**src/rtl/multicycle_ctrl_if.sv**
```systemverilog
// Control bus between the multicycle controller and its datapath.
// The controller takes the master modport; the datapath (or a bench) takes the slave modport.
interface multicycle_ctrl_if;
  logic [5:0]  opcode;
  logic        zero;
  logic        mem_ready;

  logic        pc_write;
  logic        pc_write_cond;
  logic        i_or_d;
  logic        mem_req;
  logic        mem_read;
  logic        mem_write;
  logic        ir_write;
  logic        mem_to_reg;
  logic        reg_write;
  logic        reg_dst;
  logic        alu_src_a;
  logic [1:0]  alu_src_b;
  logic [2:0]  alu_op;
  logic [1:0]  pc_source;

  logic [3:0]  state;
  logic        illegal;
  logic [15:0] retired;

  modport master (
    input  opcode, zero, mem_ready,
    output pc_write, pc_write_cond, i_or_d, mem_req, mem_read, mem_write,
           ir_write, mem_to_reg, reg_write, reg_dst, alu_src_a, alu_src_b,
           alu_op, pc_source, state, illegal, retired
  );

  modport slave (
    output opcode, zero, mem_ready,
    input  pc_write, pc_write_cond, i_or_d, mem_req, mem_read, mem_write,
           ir_write, mem_to_reg, reg_write, reg_dst, alu_src_a, alu_src_b,
           alu_op, pc_source, state, illegal, retired
  );
endinterface

```
**src/rtl/multicycle_ctrl.sv**
```systemverilog
// Moore-style multicycle MIPS-subset controller with memory-ready stalls.
// Define MCTRL_JUMP_EN to decode opcode 000010 (j); otherwise it is illegal.
module multicycle_ctrl (
  input logic               clk,
  input logic               rst_n,
  multicycle_ctrl_if.master bus
);

  typedef enum logic [3:0] {
    FETCH  = 4'd0,  DECODE = 4'd1,  MEMADR = 4'd2,  MEMRD  = 4'd3,
    MEMWB  = 4'd4,  MEMWR  = 4'd5,  REXEC  = 4'd6,  RWB    = 4'd7,
    BEQ    = 4'd8,  ADDIEX = 4'd9,  ADDIWB = 4'd10, JUMP   = 4'd11,
    HALT   = 4'd12
  } state_e;

  localparam logic [5:0] OP_R    = 6'b000000;
  localparam logic [5:0] OP_LW   = 6'b100011;
  localparam logic [5:0] OP_SW   = 6'b101011;
  localparam logic [5:0] OP_BEQ  = 6'b000100;
  localparam logic [5:0] OP_ADDI = 6'b001000;
`ifdef MCTRL_JUMP_EN
  localparam logic [5:0] OP_J    = 6'b000010;
`endif

  state_e      state_q, state_d;
  logic        illegal_q;
  logic [15:0] retired_q;
  logic        retire;
  logic        fetch_ack;
  logic        zero_unused;

  // The branch decision on zero is made in the datapath, not here.
  assign zero_unused = bus.zero;

  // Reset forces the FETCH decode as if memory had not yet acknowledged.
  assign fetch_ack = bus.mem_ready & rst_n;

  // NOTE: sequential state uses non-blocking assignments so every flop samples pre-edge values.
  always_ff @(posedge clk or negedge rst_n) begin
    if (!rst_n) begin
      state_q   <= FETCH;
      illegal_q <= 1'b0;
      retired_q <= 16'h0000;
    end else begin
      state_q <= state_d;
      if (state_d == HALT) illegal_q <= 1'b1;
      if (retire)          retired_q <= retired_q + 16'd1;
    end
  end

  assign retire = (state_d == FETCH) &&
                  (state_q inside {MEMWB, MEMWR, RWB, BEQ, ADDIWB, JUMP});

  // NOTE: next state gets a default before the case so no path can infer a latch.
  always_comb begin
    state_d = FETCH;
    case (state_q)
      FETCH:  state_d = bus.mem_ready ? DECODE : FETCH;
      DECODE: begin
        case (bus.opcode)
          OP_LW, OP_SW: state_d = MEMADR;
          OP_R:         state_d = REXEC;
          OP_BEQ:       state_d = BEQ;
          OP_ADDI:      state_d = ADDIEX;
`ifdef MCTRL_JUMP_EN
          OP_J:         state_d = JUMP;
`endif
          default:      state_d = HALT;
        endcase
      end
      MEMADR: state_d = (bus.opcode == OP_SW) ? MEMWR : MEMRD;
      MEMRD:  state_d = bus.mem_ready ? MEMWB : MEMRD;
      MEMWB:  state_d = FETCH;
      MEMWR:  state_d = bus.mem_ready ? FETCH : MEMWR;
      REXEC:  state_d = RWB;
      RWB:    state_d = FETCH;
      BEQ:    state_d = FETCH;
      ADDIEX: state_d = ADDIWB;
      ADDIWB: state_d = FETCH;
      JUMP:   state_d = FETCH;
      HALT:   state_d = HALT;
      default: state_d = FETCH;
    endcase
  end

  always_comb begin
    bus.pc_write      = 1'b0;
    bus.pc_write_cond = 1'b0;
    bus.i_or_d        = 1'b0;
    bus.mem_req       = 1'b0;
    bus.mem_read      = 1'b0;
    bus.mem_write     = 1'b0;
    bus.ir_write      = 1'b0;
    bus.mem_to_reg    = 1'b0;
    bus.reg_write     = 1'b0;
    bus.reg_dst       = 1'b0;
    bus.alu_src_a     = 1'b0;
    bus.alu_src_b     = 2'b00;
    bus.alu_op        = 3'b000;
    bus.pc_source     = 2'b00;
    case (state_q)
      FETCH: begin
        bus.mem_req   = 1'b1;
        bus.mem_read  = 1'b1;
        bus.alu_src_b = 2'b01;
        bus.ir_write  = fetch_ack;
        bus.pc_write  = fetch_ack;
      end
      DECODE: bus.alu_src_b = 2'b11;
      MEMADR, ADDIEX: begin
        bus.alu_src_a = 1'b1;
        bus.alu_src_b = 2'b10;
      end
      MEMRD: begin
        bus.mem_req  = 1'b1;
        bus.mem_read = 1'b1;
        bus.i_or_d   = 1'b1;
      end
      MEMWB: begin
        bus.reg_write  = 1'b1;
        bus.mem_to_reg = 1'b1;
      end
      MEMWR: begin
        bus.mem_req   = 1'b1;
        bus.mem_write = 1'b1;
        bus.i_or_d    = 1'b1;
      end
      REXEC: begin
        bus.alu_src_a = 1'b1;
        bus.alu_op    = 3'b010;
      end
      RWB: begin
        bus.reg_write = 1'b1;
        bus.reg_dst   = 1'b1;
      end
      BEQ: begin
        bus.alu_src_a     = 1'b1;
        bus.alu_op        = 3'b001;
        bus.pc_write_cond = 1'b1;
        bus.pc_source     = 2'b01;
      end
      ADDIWB: bus.reg_write = 1'b1;
      JUMP: begin
        bus.pc_write  = 1'b1;
        bus.pc_source = 2'b10;
      end
      default: ;
    endcase
  end

  assign bus.state   = state_q;
  assign bus.illegal = illegal_q;
  assign bus.retired = retired_q;

endmodule

```
**src/flat_wrapper.sv**
```systemverilog
// flat-port wrapper written by rule: the top's interface ports become plain ports
module multicycle_ctrl_flat 
  (clk, rst_n, bus_opcode, bus_zero, bus_mem_ready, bus_pc_write, bus_pc_write_cond, bus_i_or_d, bus_mem_req, bus_mem_read, bus_mem_write, bus_ir_write, bus_mem_to_reg, bus_reg_write, bus_reg_dst, bus_alu_src_a, bus_alu_src_b, bus_alu_op, bus_pc_source, bus_state, bus_illegal, bus_retired);
  multicycle_ctrl_if bus_i ();
  input logic clk;
  input logic rst_n;
  input wire logic [$bits(bus_i.opcode)-1:0] bus_opcode;
  input wire logic [$bits(bus_i.zero)-1:0] bus_zero;
  input wire logic [$bits(bus_i.mem_ready)-1:0] bus_mem_ready;
  output wire logic [$bits(bus_i.pc_write)-1:0] bus_pc_write;
  output wire logic [$bits(bus_i.pc_write_cond)-1:0] bus_pc_write_cond;
  output wire logic [$bits(bus_i.i_or_d)-1:0] bus_i_or_d;
  output wire logic [$bits(bus_i.mem_req)-1:0] bus_mem_req;
  output wire logic [$bits(bus_i.mem_read)-1:0] bus_mem_read;
  output wire logic [$bits(bus_i.mem_write)-1:0] bus_mem_write;
  output wire logic [$bits(bus_i.ir_write)-1:0] bus_ir_write;
  output wire logic [$bits(bus_i.mem_to_reg)-1:0] bus_mem_to_reg;
  output wire logic [$bits(bus_i.reg_write)-1:0] bus_reg_write;
  output wire logic [$bits(bus_i.reg_dst)-1:0] bus_reg_dst;
  output wire logic [$bits(bus_i.alu_src_a)-1:0] bus_alu_src_a;
  output wire logic [$bits(bus_i.alu_src_b)-1:0] bus_alu_src_b;
  output wire logic [$bits(bus_i.alu_op)-1:0] bus_alu_op;
  output wire logic [$bits(bus_i.pc_source)-1:0] bus_pc_source;
  output wire logic [$bits(bus_i.state)-1:0] bus_state;
  output wire logic [$bits(bus_i.illegal)-1:0] bus_illegal;
  output wire logic [$bits(bus_i.retired)-1:0] bus_retired;
  assign bus_i.opcode = bus_opcode;
  assign bus_i.zero = bus_zero;
  assign bus_i.mem_ready = bus_mem_ready;
  assign bus_pc_write = bus_i.pc_write;
  assign bus_pc_write_cond = bus_i.pc_write_cond;
  assign bus_i_or_d = bus_i.i_or_d;
  assign bus_mem_req = bus_i.mem_req;
  assign bus_mem_read = bus_i.mem_read;
  assign bus_mem_write = bus_i.mem_write;
  assign bus_ir_write = bus_i.ir_write;
  assign bus_mem_to_reg = bus_i.mem_to_reg;
  assign bus_reg_write = bus_i.reg_write;
  assign bus_reg_dst = bus_i.reg_dst;
  assign bus_alu_src_a = bus_i.alu_src_a;
  assign bus_alu_src_b = bus_i.alu_src_b;
  assign bus_alu_op = bus_i.alu_op;
  assign bus_pc_source = bus_i.pc_source;
  assign bus_state = bus_i.state;
  assign bus_illegal = bus_i.illegal;
  assign bus_retired = bus_i.retired;
  multicycle_ctrl u_core (.clk(clk), .rst_n(rst_n), .bus(bus_i));
endmodule
```
**config.mk**
```make
export PLATFORM = sky130hd
export DESIGN_NAME = multicycle_ctrl_flat
export DESIGN_NICKNAME = d
export VERILOG_FILES = /design/src/rtl/multicycle_ctrl_if.sv /design/src/rtl/multicycle_ctrl.sv /design/src/flat_wrapper.sv
export SDC_FILE = /design/constraint.sdc
export NUM_CORES = 1
export LEC_CHECK = 0
export ABC_AREA = 1
export BUFFER_PORTS_ARGS = -buffer_cell sky130_fd_sc_hd__buf_2
export CAP_MARGIN = 20
export CORE_ASPECT_RATIO = 0.8
export CORE_MARGIN = 2
export CORE_UTILIZATION = 50
export CTS_BUF_LIST = sky130_fd_sc_hd__clkbuf_4 sky130_fd_sc_hd__clkbuf_8
export DETAILED_ROUTE_END_ITERATION = 12
export PLACE_DENSITY = 0.81
export SYNTH_ARGS = -nofsm -noshare
export SYNTH_HDL_FRONTEND = slang
export SYNTH_SLANG_ARGS = --single-unit
```
**constraint.sdc**
```tcl
create_clock -name clk -period 2.05 [get_ports clk]
set_input_delay 0.615 -clock clk [delete_from_list [all_inputs] [get_ports clk]]
set_output_delay 0.615 -clock clk [all_outputs]
set_load 0.01 [all_outputs]
```
Word-level counts from Yosys, hierarchy flattened

Cells that the tools add are included.

Flip-flop bits (word level): 21
Output and inout bits: 39
Memories kept: 0
Memory bits (read-only): 0
Latch bits: 0
Bits in writable memories: 0

Reductions and logical operators: 12
Add/sub/neg operators: 1
Multipliers: 0
Div/mod/pow operators: 0
Shift-type cells: 0
Multiplexer cells: 20
Bitwise logic cells: 1
Equality and inequality tests: 17
Order comparisons: 0

Operators by type and width:

| operator              | number |
|---|---|
| $pmux 4 s8            | 1 |
| $eq 4x4->1 const B    | 6 |
| $add 16x1->16 const B | 1 |
| $eq 4x3->1 const B    | 4 |
| $pmux 4 s4            | 1 |
| $eq 6x6->1 const B    | 2 |
| $mux 1                | 11 |
| $mux 3                | 3 |
| $eq 4x2->1 const B    | 2 |
| $logic_not 4->1       | 2 |
| $pmux 2 s2            | 2 |
| $reduce_or 2->1       | 4 |
| $eq 6x3->1 const B    | 1 |
| $eq 6x4->1 const B    | 1 |
| $logic_not 6->1       | 1 |
| $pmux 2 s3            | 1 |
| $reduce_bool 6->1     | 1 |
| $reduce_or 3->1       | 2 |
| $eq 4x1->1 const B    | 1 |
| $reduce_or 4->1       | 1 |
| $pmux 1 s2            | 1 |
| $and 1x1->1           | 1 |
| $logic_and 1x1->1     | 1 |

Depth between registers and ports, before layout

Gate-level depths: netlist of run 1.

Word-level depth: 6
Depth in mapped cells: 12
Depth with buffers taken out: 11

Least setup slack after synthesis of run 1

OpenSTA, ideal clock, no wires.

Path kind: register to output
From: register u_core.state_q[2], in the netlist u_core.bus.state[2]
To: output bus_mem_req
Stages on the path, launching flop included: 7
Path slack: 0.296 ns
Arrival: 1.139 ns
Data required time: 1.435 ns
Path through: dfrtp_1 > inv_2 > nor2_2 > inv_1 > nor2_1 > inv_1 > nand3_1

Cells in the longest elaborated chain, start to end: 3
Elaborated cells between the ends (all ways): 5
Those cells by class: eq/ne: 2; mux: 1; reduce/logical: 2

Ends and longest elaborated chain:

| element                            | RTL line               | RTL |
|---|---|---|
| start: declaration                 | multicycle_ctrl.sv:25  | `state_e state_q, state_d;` |
| start signal: assignment           | multicycle_ctrl.sv:45  | `state_q <= state_d;` |
| $eq 4x2->1 (tied with other cells) | multicycle_ctrl.sv:101 | `case (state_q)` |
| $reduce_or 3->1 (no line) *        | n/a                    |  |
| $mux 1 *                           | multicycle_ctrl.sv:101 |  |
| end: declaration                   | flat_wrapper.sv:13     | `output wire logic [$bits(bus_i.mem_req)-1:0] bus_mem_req;` |

Mark *: on every way between the ends. The rest lies on a longest branch, timed or not.

Worst setup path after layout of run 1

From: register u_core.state_q[2], in the netlist u_core.bus.state[2]
To: output bus_pc_write

Cells in the longest elaborated chain, start to end: 2
Elaborated cells between the ends (all ways): 3
Those cells by class: eq/ne: 1; mux: 1; reduce/logical: 1

Ends and longest elaborated chain:

| element                                              | RTL line               | RTL |
|---|---|---|
| $eq 4x4->1 / $logic_not 4->1 (equally long branches) | multicycle_ctrl.sv:101 |  |
| $pmux 1 s2 *                                         | multicycle_ctrl.sv:101 |  |
| end: declaration                                     | flat_wrapper.sv:10     | `output wire logic [$bits(bus_i.pc_write)-1:0] bus_pc_write;` |

Marked as above.

==> results of run 1 <==
[synth_stat cells (all sizes together)]
master and count:
nand3 26, clkbuf 1, nand4 19, xnor2 2
o22ai 2, conb 1, buf 7, nor3 4
a21o 1, dfrtp 21, inv 34, nor2 36
ha 1, o21ai 2, nor3b 1, nand2 72
xor2 6
[final timing paths]
path / slack, ns / cells after the start / to / from
max in group asynchronous: 1.49 / 2 / u_core.bus.state[2]$_DFF_PN0_ / rst_n
min: 0.32 / 2 / u_core.bus.retired[0]$_DFFE_PN0P_ / rst_n
min in group clk: 0.46 / 1 / u_core.bus.illegal$_DFFE_PN0N_ / u_core.bus.illegal$_DFFE_PN0N_
max reg2reg: 0.21 / 10 / u_core.bus.retired[4]$_DFFE_PN0P_ / u_core.bus.state[1]$_DFF_PN0_
min reg2reg: 0.46 / 1 / u_core.bus.illegal$_DFFE_PN0N_ / u_core.bus.illegal$_DFFE_PN0N_
max: 0.06 / 4 / bus_pc_write / u_core.bus.state[2]$_DFF_PN0_
[area by class of cell]
| type | instances | area (sq um) | share of cell area |
|---|---|---|---|
| inverter | 34 | 130 | 0.0659 |
| clock buffer | 3 | 41.3 | 0.0209 |
| sequential | 21 | 531 | 0.269 |
| multi-input combinational | 173 | 887 | 0.449 |
| clock inverter | 1 | 5.00 | 0.00253 |
| timing repair buffer | 56 | 330 | 0.167 |
| tap | 40 | 50.0 | 0.0253 |
[report_power, final]
part / internal (mW) / total [mW] / switching (mW) / leakage, nW
Clock: 0.136 / 0.273 / 0.137 / 0.0255
Combinational: 0.545 / 1.38 / 0.833 / 0.842
Sequential: 0.480 / 0.588 / 0.108 / 0.275
[timing repair]
item,4_1_cts,5_1_grt
pin swaps,0,2
gates resized for setup,3,11
setup buffers,0,3
setup endpoints to repair,4,13
[per-layer routing]
metal  up-vias  track usage  share of wire
li1        854            -              -
met1       736        0.300           0.49
met4         0       0.0476         0.0068
met5         -            0              0
met2        48        0.322           0.45
met3         5       0.0607          0.056
[sequential cells by signal, indices dropped and copies added (netlist names)]
signal	count
u_core.bus.state	4
u_core.bus.retired	16
u_core.bus.illegal	1
[cells by family after synthesis]
kind of cell | share of synthesized area
and+or+nand+nor | 0.468
xor gates and xnor gates | 0.0447
other | 0.00239
adders and majority gates | 0.00798
AOI/OAI and AO/OA | 0.0215
buffers and inverters | 0.120
DFF | 0.335
==> flow_metrics.env, run 1 <==
export IMPL_flow_area_growth_from_synthesis_pct=25.9
export IMPL_netlist_area_sq_mm=0.00157
export IMPL_startpoint_type="register"
export IMPL_sum_neg_setup_slack_ns=0
export IMPL_fin_crit_ns=1.99
export IMPL_cts_buffer_depth=2
export IMPL_critical_path_cell_chain="nor2_4 -> nand3_1 -> o22ai_1 -> buf_2"
export IMPL_finalWirelength_microns=3700
export IMPL_routabilityCongestion=0.866
export IMPL_antenna_cells_inserted=0
export IMPL_final_util=0.649
export IMPL_floorplan_die_area_sq_mm=0.00360
export IMPL_ys_seq_area_frac=0.335
export IMPL_number_of_vias_in_the_routed_layout=1643
export IMPL_slew_viol_final=0
export IMPL_drt_drc_violations_left=0
export IMPL_totalPowerFinal_mw=2.24
export IMPL_min_path_type="in2async"
export IMPL_floorplan_die_width_microns=66.6
export IMPL_dp_worst_setup_slack_ns=-0.0176
export IMPL_placeable_core_region_sq_mm=0.00304
export IMPL_timing_critical_path_to_type="output port"
export IMPL_rows=18
export IMPL_placedInstanceArea_sq_mm=0.00187
export IMPL_peakVddDrop_v=0.000567
export IMPL_syn_nets=247
export IMPL_result_of_the_run="finished, final reports clean"
export IMPL_final_antenna_net_count=0
export IMPL_cts_hold_buf=0
export IMPL_worst_setup_hold_path_clk_slew_ns=0.08
export IMPL_syn_area_per_cell_sq_um=6.64
export IMPL_cp_slowest_cell="dfrtp_2"
export IMPL_numPortBuffers=46
export IMPL_critPathArrivalTime_ns=1.37
export IMPL_dp_hpwl_microns=2790
export IMPL_drt_iter0_markers=107
export IMPL_timing_clock_skew_ns=0.00638
export IMPL_synth_largest_area_cell="dfrtp_1"
export IMPL_drt_pass1_iter_count=4
export IMPL_grt_max_degree=22
export IMPL_drv_max_cap_violation_count=0
export IMPL_max_freq_mhz=503
export IMPL_post_layout_nonfiller_instances=328
export IMPL_tritoncts="done"
export IMPL_critical_path_buf_inv_count=1
export IMPL_report_final_setup_viol=0
export IMPL_worst_ep_required_time_ns=1.43
export IMPL_clkSinkCount=21
export IMPL_synth_seq_cells=21
export IMPL_cts_inserted_buffers=3
export IMPL_post_drt_via_cell_ratio=5.01
export IMPL_final_hold_viol_count=0
export IMPL_synth_top_area_share=0.335
export IMPL_die_height_microns=54.1
export IMPL_most_common_layout_cells="nand2_1, buf_2, inv_1"
export IMPL_nets=300
export IMPL_synth_area_leaders="dfrtp_1, nand2_1, nand4_1"
export IMPL_syn_instance_count=236
export IMPL_fin_worst_hold_slack_ns=0.319
export IMPL_grt_overflow_total=0
export IMPL_cts_max_level=1
export IMPL_worst_setup_path_type="reg2out"
export IMPL_number_of_global_route_vias_before_repair=1336
export IMPL_track_usage=0.212
export IMPL_cts_root_buf="clkbuf_8"
export IMPL_timing_final_crit_share=0.970
export IMPL_number_of_antenna_violations_at_the_first_check_in_global_routing=0
export IMPL_grt_first_pass_wirelength_microns=5800
export IMPL_post_route_cell_area_sq_mm=0.00197
export IMPL_most_frequent_standard_cell_in_the_layout_excluding_fill_and_tap_cells="nand2_1"
export IMPL_yosysWarningCount=0
export IMPL_yosys_cell_types_count=24
export IMPL_largest_stage_delay_worst_path_ns=0.47
export IMPL_route_detailed_wl_per_inst_microns=11.3
export IMPL_io_pins=49
export IMPL_dp_cells=321
export IMPL_p_per_area_mw_per_mm2=1130
export IMPL_initial_utilization=0.516
export IMPL_later_pin_clock_latency_in_the_skew_report_ns=0.26
export IMPL_static_leakage_power_nw=1.14
export IMPL_nFillCells=267
export IMPL_final_critical_path_setup_slack_ns=0.0606
export IMPL_worstPathMaxFanout=6
export IMPL_top_cell_family_by_delay_on_the_critical_path="flip-flops"
export IMPL_post_route_cells_drive_above_1_share=0.313
(Power assumes the default switching activity.)
==> run 2, diff against run 1 <==
--- a/config.mk
+++ b/config.mk
@@ -10,10 +10,11 @@
 export CAP_MARGIN = 20
 export CORE_ASPECT_RATIO = 0.8
 export CORE_MARGIN = 2
-export CORE_UTILIZATION = 50
+export CORE_UTILIZATION = 53
 export CTS_BUF_LIST = sky130_fd_sc_hd__clkbuf_4 sky130_fd_sc_hd__clkbuf_8
 export DETAILED_ROUTE_END_ITERATION = 12
-export PLACE_DENSITY = 0.81
+export GPL_TIMING_DRIVEN = 0
+export PLACE_DENSITY = 0.85
 export SYNTH_ARGS = -nofsm -noshare
 export SYNTH_HDL_FRONTEND = slang
 export SYNTH_SLANG_ARGS = --single-unit
==> run 2 against run 1 <==
  * Power decreased by 1.8%
  * First-iteration DRC count increased by 15%
  * Final cell count is the same
  * Hold slack worse by 0.057 ns
  * Flip-flop and latch count unchanged
  * Design area increased by 0.32%
  * Sequential share of layout area down 0.085 points
  * Register-to-register slack better by 0.02 ns
  * Sequential power fell by 1%
  * Fmax rose by 0.99%
==> flow_metrics.env, run 2 (synthesized netlist as in run 1, its figures left out) <==
export IMPL_result_of_the_run="finished, final reports clean"
export IMPL_cts_max_level=1
export IMPL_number_of_vias_in_the_routed_layout=1661
export IMPL_placeable_core_region_sq_mm=0.00279
export IMPL_timing_critical_path_to_type="output port"
export IMPL_grt_first_pass_wirelength_microns=6240
export IMPL_cts_inserted_buffers=3
export IMPL_flip_flop_count_of_the_largest_register_after_layout=16
export IMPL_startpoint_type="register"
export IMPL_final_util=0.711
export IMPL_sum_neg_setup_slack_ns=0
export IMPL_initial_utilization=0.563
export IMPL_finalWirelength_microns=3690
export IMPL_totalPowerFinal_mw=2.20
export IMPL_fin_crit_ns=1.97
export IMPL_drt_pass1_iter_count=4
export IMPL_critPathArrivalTime_ns=1.35
export IMPL_numPortBuffers=46
export IMPL_tritoncts="done"
export IMPL_worst_ep_required_time_ns=1.43
export IMPL_flow_area_growth_from_synthesis_pct=26.3
export IMPL_slew_viol_final=0
export IMPL_routabilityCongestion=0.871
export IMPL_post_route_cells_drive_above_1_share=0.324
export IMPL_die_height_microns=52.6
export IMPL_timing_final_crit_share=0.961
export IMPL_p_per_area_mw_per_mm2=1110
export IMPL_clkSinkCount=21
export IMPL_rows=17
export IMPL_floorplan_die_width_microns=64.8
export IMPL_number_of_global_route_vias_before_repair=1478
export IMPL_dp_hpwl_microns=2730
export IMPL_final_critical_path_setup_slack_ns=0.0802
export IMPL_nets=302
export IMPL_cts_root_buf="clkbuf_8"
export IMPL_later_pin_clock_latency_in_the_skew_report_ns=0.26
export IMPL_max_freq_mhz=508
export IMPL_cts_buffer_depth=2
export IMPL_floorplan_die_area_sq_mm=0.00341
export IMPL_static_leakage_power_nw=1.14
export IMPL_grt_max_degree=23
export IMPL_track_usage=0.231
export IMPL_drv_max_cap_violation_count=0
export IMPL_route_detailed_wl_per_inst_microns=11.2
export IMPL_peakVddDrop_v=0.000636
export IMPL_drt_drc_violations_left=0
export IMPL_dp_worst_setup_slack_ns=-0.00657
export IMPL_final_antenna_net_count=0
export IMPL_nFillCells=252
export IMPL_worst_setup_hold_path_clk_slew_ns=0.07
export IMPL_number_of_antenna_violations_at_the_first_check_in_global_routing=0
export IMPL_most_frequent_standard_cell_in_the_layout_excluding_fill_and_tap_cells="nand2_1"
export IMPL_final_hold_viol_count=0
export IMPL_worstPathMaxFanout=6
export IMPL_fin_worst_hold_slack_ns=0.262
export IMPL_min_path_type="in2async"
export IMPL_worst_setup_path_type="reg2out"
export IMPL_io_pins=49
export IMPL_report_final_setup_viol=0
export IMPL_most_common_layout_cells="nand2_1, buf_2, inv_1"
export IMPL_antenna_cells_inserted=0
export IMPL_grt_overflow_total=0
export IMPL_timing_clock_skew_ns=0.00104
export IMPL_cts_hold_buf=0
export IMPL_r2r_slack_ns=0.23
export IMPL_post_drt_via_cell_ratio=5.06
export IMPL_drt_iter0_markers=123
==> run 2: where the power goes <==
group,switching [mW],leakage (nW),internal (mW)
combinational,0.840,0.843,0.496
clock,0.130,0.0262,0.152
sequential,0.100,0.275,0.480
total,1.07,1.14,1.13
==> run 2: worst max-delay path, cell delays in order (launching register included) <==
cell,delay [ns]
dfrtp_2,0.48
nor2_4,0.16
inv_1,0.09
nor2_2,0.13
buf_4,0.12
buf_2,0.11
==> run 2: layout make-up <==
cell class	instances	area, sq um	share of cell area
Multi-Input combinational cell	173	903	0.456
Sequential cell	21	531	0.268
Timing Repair Buffer	50	263	0.133
Inverter	34	128	0.0644
Buffer	8	60.1	0.0303
Clock buffer	4	48.8	0.0246
Tap cell	38	47.5	0.0240
==> run 2: per-layer routing <==
layer  track usage  wire [microns]
met5             0               0
met4        0.0426              14
met1         0.317            1820
met2         0.378            1620
met3        0.0516             237
==> run 2: path summary, 6_finish.rpt <==
check,start,cells past startpoint,endpoint
setup reg to reg,u_core.bus.state[0]$_DFF_PN0_,12,u_core.bus.retired[14]$_DFFE_PN0P_
setup / recovery,u_core.bus.state[1]$_DFF_PN0_,5,bus_pc_source[0]
hold reg to reg,u_core.bus.illegal$_DFFE_PN0N_,1,u_core.bus.illegal$_DFFE_PN0N_
min in group clk,u_core.bus.illegal$_DFFE_PN0N_,1,u_core.bus.illegal$_DFFE_PN0N_
hold / removal,rst_n,1,u_core.bus.retired[2]$_DFFE_PN0P_
max in group asynchronous,rst_n,1,u_core.bus.state[3]$_DFF_PN0_
==> run 2: stage by stage <==
step / instances / area, sq um
4_1_cts: 324 / 1910
3_5_place_dp: 320 / 1850
5_1_grt: 328 / 1980
3_3_place_gp: 320 / 1850
6_report: 328 / 1980
2_1_floorplan: 236 / 1570
==> run 2: repair_timing <==
item,CTS,global route
endpoints found under the hold margin,0,0
pin swaps,0,3
setup buffers,0,4
endpoints found under the setup margin,6,12
gates resized for setup,4,13
